<file path="config.mk">
export PLATFORM = sky130hd
export DESIGN_NAME = vga_sync_gen
export DESIGN_NICKNAME = d
export VERILOG_FILES = /design/src/rtl/vga_sync_gen.sv
export SDC_FILE = /design/constraint.sdc
export NUM_CORES = 1
export LEC_CHECK = 0
export ABC_AREA = 0
export CELL_PAD_IN_SITES_DETAIL_PLACEMENT = 0
export CELL_PAD_IN_SITES_GLOBAL_PLACEMENT = 1
export CORE_ASPECT_RATIO = 1.25
export CORE_UTILIZATION = 35
export DETAILED_ROUTE_END_ITERATION = 8
export HOLD_SLACK_MARGIN = 0.02
export PLACE_DENSITY = 0.85
export SLEW_MARGIN = 30
export SYNTH_ARGS = -nofsm -noshare
export SYNTH_HDL_FRONTEND = slang
export SYNTH_SLANG_ARGS = --single-unit
</file>
<file path="constraint.sdc">
create_clock -name clk -period 2.24 [get_ports clk]
set_clock_uncertainty 0.15 [all_clocks]
set_input_delay 0.336 -clock clk [delete_from_list [all_inputs] [get_ports clk]]
set_output_delay 0.336 -clock clk [all_outputs]
set_load 0.02 [all_outputs]
</file>
<file path="src/rtl/vga_sync_gen.sv">
// Raster timing generator: advances one pixel per pix_en and produces VGA syncs,
// pixel coordinates, active-video and line/frame start pulses, all registered.
module vga_sync_gen #(
  parameter int H_ACTIVE = 640,
  parameter int H_FP     = 16,
  parameter int H_SYNC   = 96,
  parameter int H_BP     = 48,
  parameter int V_ACTIVE = 480,
  parameter int V_FP     = 10,
  parameter int V_SYNC   = 2,
  parameter int V_BP     = 33,
  parameter bit SYNC_POL = 1'b0,
  parameter int CW       = 10
) (
  input  logic          clk,
  input  logic          rst_n,
  input  logic          pix_en,
  output logic          hsync,
  output logic          vsync,
  output logic          video_on,
  output logic [CW-1:0] pixel_x,
  output logic [CW-1:0] pixel_y,
  output logic          line_start,
  output logic          frame_start
);

  localparam int H_TOTAL = H_ACTIVE + H_FP + H_SYNC + H_BP;
  localparam int V_TOTAL = V_ACTIVE + V_FP + V_SYNC + V_BP;

  localparam logic [CW-1:0] H_LAST   = CW'(H_TOTAL - 1);
  localparam logic [CW-1:0] V_LAST   = CW'(V_TOTAL - 1);
  localparam logic [CW-1:0] H_ACT    = CW'(H_ACTIVE);
  localparam logic [CW-1:0] V_ACT    = CW'(V_ACTIVE);
  localparam logic [CW-1:0] H_SS     = CW'(H_ACTIVE + H_FP);
  localparam logic [CW-1:0] H_SE     = CW'(H_ACTIVE + H_FP + H_SYNC - 1);
  localparam logic [CW-1:0] V_SS     = CW'(V_ACTIVE + V_FP);
  localparam logic [CW-1:0] V_SE     = CW'(V_ACTIVE + V_FP + V_SYNC - 1);
  localparam logic [CW-1:0] ONE      = CW'(1);

  logic [CW-1:0] r_x, r_y;
  logic          r_hsync, r_vsync, r_video_on, r_line_start, r_frame_start;

  logic          w_x_wrap, w_y_wrap;
  logic [CW-1:0] w_x_next, w_y_next;
  logic          w_hsync, w_vsync, w_video_on;

  // Decode from the next count so registered outputs line up with the counters.
  always_comb begin
    w_x_wrap   = (r_x == H_LAST);
    w_y_wrap   = (r_y == V_LAST);
    w_x_next   = w_x_wrap ? '0 : r_x + ONE;
    w_y_next   = r_y;
    if (w_x_wrap) begin
      w_y_next = w_y_wrap ? '0 : r_y + ONE;
    end
    w_hsync    = ((w_x_next >= H_SS) && (w_x_next <= H_SE)) ? SYNC_POL : ~SYNC_POL;
    w_vsync    = ((w_y_next >= V_SS) && (w_y_next <= V_SE)) ? SYNC_POL : ~SYNC_POL;
    w_video_on = (w_x_next < H_ACT) && (w_y_next < V_ACT);
  end

  // Reset parks the raster one pixel before (0,0) so the first pix_en starts a frame.
  always_ff @(posedge clk) begin
    if (!rst_n) begin
      r_x           <= H_LAST;
      r_y           <= V_LAST;
      r_hsync       <= ~SYNC_POL;
      r_vsync       <= ~SYNC_POL;
      r_video_on    <= 1'b0;
      r_line_start  <= 1'b0;
      r_frame_start <= 1'b0;
    end else begin
      r_line_start  <= 1'b0;
      r_frame_start <= 1'b0;
      if (pix_en) begin
        r_x           <= w_x_next;
        r_y           <= w_y_next;
        r_hsync       <= w_hsync;
        r_vsync       <= w_vsync;
        r_video_on    <= w_video_on;
        r_line_start  <= w_x_wrap;
        r_frame_start <= w_x_wrap && w_y_wrap;
      end
    end
  end

  assign pixel_x     = r_x;
  assign pixel_y     = r_y;
  assign hsync       = r_hsync;
  assign vsync       = r_vsync;
  assign video_on    = r_video_on;
  assign line_start  = r_line_start;
  assign frame_start = r_frame_start;

endmodule

</file>
## Word level (Yosys, flattened, before mapping)

Index checks and enable logic that the tools add are counted.

| cells by class | value |
|---|---|
| equality and inequality tests | 2 |
| reduce and logical (&&, ||, !) cells | 5 |
| order comparisons | 6 |
| add/subtract/negate cells | 2 |
| multiplexer cells | 5 |

Operators by type and width:

| kind | count |
|---|---|
| $mux W10 | 3 |
| $add A10 B1 Y10 const B | 2 |
| $eq A10 B10 Y1 const B | 2 |
| $ge A10 B10 Y1 const B | 1 |
| $ge A10 B9 Y1 const B | 1 |
| $le A10 B10 Y1 const B | 1 |
| $le A10 B9 Y1 const B | 1 |
| $lt A10 B10 Y1 const B | 1 |
| $lt A10 B9 Y1 const B | 1 |
| $logic_and A1 B1 Y1 | 4 |
| $mux W1 | 2 |
| $reduce_and A2 Y1 | 1 |

| word-level totals | value |
|---|---|
| bits of input ports | 3 |
| word-level logic and storage cells | 27 |
| register bits after elaboration | 25 |
| output and inout bits | 25 |

## Logic depth before layout (Yosys ltp)

| logic depth | value |
|---|---|
| depth after elaboration | 6 |
| gate-level depth with buffers | 7 |
| mapped depth without buffers | 7 |

## Worst setup path before layout

OpenSTA, ideal clock, no wires.

| path | value |
|---|---|
| path kind | reg2reg |
| start | register r_x[1], in the netlist pixel_x[1] |
| end | register r_y[4], in the netlist pixel_y[4] |
| stages on the path, launching flop included | 7 |
| period minus slack after synthesis | 2.590 ns |
| path slack | -0.350 ns |
| arrival time | 2.370 ns |
| path buffers | 1 |
| setup time | 0.070 ns |
| path through | dfxtp_1 -> ha_1 -> nand4_1 -> or4_4 -> buf_6 -> or4_1 -> a21boi_1 |

| between the ends | value |
|---|---|
| longest elaborated chain between the ends | 2 |

RTL lines:

| what | RTL line | RTL |
|---|---|---|
| start, declared | 40 | `logic [CW-1:0] r_x, r_y;` |
| start signal, assigned | 75 | `r_x <= w_x_next;` |
| $eq A10 B10 Y1 | 49 | `w_x_wrap = (r_x == H_LAST);` |
| $mux W10 | 53 | `if (w_x_wrap) begin` |
| end signal, assigned | 76 | `r_y <= w_y_next;` |
| end, declared | 40 |  |

No other way between the ends.
A chain may end at the register's enable or synchronous reset.

## Worst setup path after layout

| path | value |
|---|---|
| start | register r_x[0], in the netlist pixel_x[0] |
| end | register r_y[7], in the netlist pixel_y[7] |

Same word-level chain as after synthesis.

==> metrics.yaml <==
layout:
  layout_commonest_cell: "buf_4"
  final_util_pct: 51.4
  final_area_mm2: 0.00232
  drive_above_1_share_pct: 20.4
  fin_cells: 323
  syn_to_final_growth_pct: 37.0
  mostFrequentLayoutCells: "buf_4 (32), clkdlybuf4s50_1 (27), nand2_1 (19)"
  fill_cells: 453
  antenna_cells: 0
  nNetsFinal: 273
clocking:
  cts_root_buf: "clkbuf_8"
  clk_latency_ns: 0.28
  htreeDepth: 1
  cts_sinks: 25
  clkTransAtPathRegs_ns: 0.09
  ctsLongestPathBuffers: 2
  cts_made_buffers: 3
  tritoncts: "done"
worst_setup_path:
  cp_cell_sequence: "ha_4, nand4_1, buf_4, or4_4, buf_4, a21oi_1, nor2b_1, o21a_1"
  critical_path.max_stage_delay_ns: 0.55
  r2r_slack_ns: 0.12
  cp.arrival_ns: 2.15
  critPathKind: "reg -> reg"
  start_kind: "flip-flop"
  cpMostUsedCell: "buf_4"
  crit_fanout: 6
  slowest_stage: "or4_4"
  cp-end-kind: "flip-flop"
  cp.required_ns: 2.27
  rr_worst_depth: 8
synthesis:
  yosysUniqueCellTypes: 56
  avgSynthCellArea_um2: 7.82
  synth_seq_cells: 25
  synth_top_area_share_pct: 29.5
  ys.flop_type: "dfxtp_1"
  synth.yosys.seq_area_share_pct: 29.5
  ys_warn_count: 0
  syn_area_mm2: 0.00170
  synth-edff-count: 0
  synth_nets: 224
  async_reset_ff_share_pct: 0
  synthTopCellsByArea: "dfxtp_1 (29%), nand3_1 (4.4%), nand2_1 (4.2%)"
  synthCells: 217
  yosys.area.top_type: "dfxtp_1"
sta:
  relSlewSlack_pct: 66.1
  hold_violations: 0
  max_freq_ghz: 0.471
  fin_tns_setup_ns: 0
  fin_crit_sh_pct: 94.8
  setup_viol: 0
  fin_crit_ns: 2.12
  timing.final.max_slew_violations: 0
  rsz0062_at_grt: "true"
  tightest_slew_ns: 0.505
power:
  powerDensity_mw_per_mm2: 628
  p_total_uw: 1460
  ir_worst_vdd_v: 0.000291
  p_leak_uw: 0.000949
global_route:
  grt_pass1_vias: 1765
  grt_usage_pct: 20.3
  antenna_found_initial: 0
  grt_max_degree: 20
  grt_first_pass_wirelength_um: 8250
  overflow: 0
floorplanning:
  core-area_mm2: 0.00453
  rows: 27
  die_w_um: 64.3
  io_pins: 28
  die_area_mm2: 0.00513
  initial_core_util_pct: 37.5
  die_y_um: 79.8
place:
  dp_hpwl_um: 3620
  place_congestion: 0.900
  dpl_cell_area_mm2: 0.00223
  dpl.cell_count: 317
  port_buffers: 27
min_path:
  holdPathStages: 2
  hold_class: "reg -> reg"
detailed_routing:
  ant_nets: 0
  num_vias: 1850
  drc_errors: 0
  routed_via_density: 5.73
  drt_iter0_markers: 106
  drtPass1Iterations: 4
  wire_per_inst_um: 14.9
  routed_wl_um: 4800
flow_run:
  max-cap-violations: 0
outcome:
  outcome: "finished, final reports clean"
==> state kept, by name (all words and copies together), names as in the netlist <==
name,cells
pixel_x,10
vsync,1
video_on,1
line_start,1
hsync,1
pixel_y,10
frame_start,1
==> critical path: cells and delay by family (launching register included) <==
kind,cells,cell delay [ns]
AND/OR/NAND/NOR,3,0.73
AO/OA/AOI/OAI,2,0.28
buffers and inverters,2,0.36
flip-flops,1,0.37
adder cells (fa/ha/maj),1,0.13
==> stage by stage <==
| stage | hold slack (ns) | setup WS (ns) |
|---|---|---|
| after floorplan | 0.332 | -0.0377 |
| after global placement | 0.302 | 0.0255 |
| after detailed placement | 0.315 | 0.0314 |
| after CTS | 0.328 | 0.0277 |
| after global routing | 0.347 | -0.0124 |
| final | 0.320 | 0.117 |
==> cells in the mapped netlist, types with 6 or more instances <==
cell      count
nor3_1        8
nand2_1      19
clkbuf_1     10
inv_1         6
dfxtp_1      25
nor4_1        7
nor2b_1       6
and3_1       10
a21oi_1       9
and2_1        8
nand3_1      15
o21ai_0      13
==> worst paths after layout <==
path                                  from          to
worst min-delay path                 vsync       vsync
worst max-delay path            pixel_x[0]  pixel_y[7]
worst max register to register  pixel_x[0]  pixel_y[7]
worst min register to register       vsync       vsync
==> per-layer routing <==
metal | routed length (um) | vias up | track usage, %
met5 | 0 | - | 0
met4 | 135 | 0 | 8.22
met3 | 159 | 13 | 2.29
met2 | 2490 | 49 | 37.9
met1 | 2020 | 877 | 22.9
li1 | - | 911 | -
==> timing repair <==
action / in CTS / in global routing
setup endpoints to repair: 0 / 10
setup buffers: 0 / 2
resized for setup: 0 / 9
hold buffers: 0 / 0
==> final cells by class <==
type	count	area (um^2)	area share (%)
multi-input cells	170	1140	49.2
repair buffers	60	522	22.4
flip-flops and latches	25	518	22.3
well taps	58	72.6	3.12
clock buffers	3	41.3	1.78
inverters	6	22.5	0.969
clock inverters	1	5.00	0.215
==> power by group <==
part | internal (uW) | total (uW) | switching [uW]
clock | 125 | 281 | 156
combinational | 306 | 660 | 353
sequential | 483 | 519 | 35.7
==> kinds of logic (layout without fill, tap and decap cells) <==
group                      after synthesis  after routing  synth area share [%]
xor gates and xnor gates                 7              7                  3.61
adders and majority gates                4              4                  2.95
AOI/OAI and AO/OA                       57             57                  22.9
and+or+nand+nor                        100            100                  33.7
buffers and inverters                   22             70                  6.12
muxes                                    2              2                  1.18
DFF                                     25             25                  29.5
No activity file was read; power rests on OpenSTA's default activity.
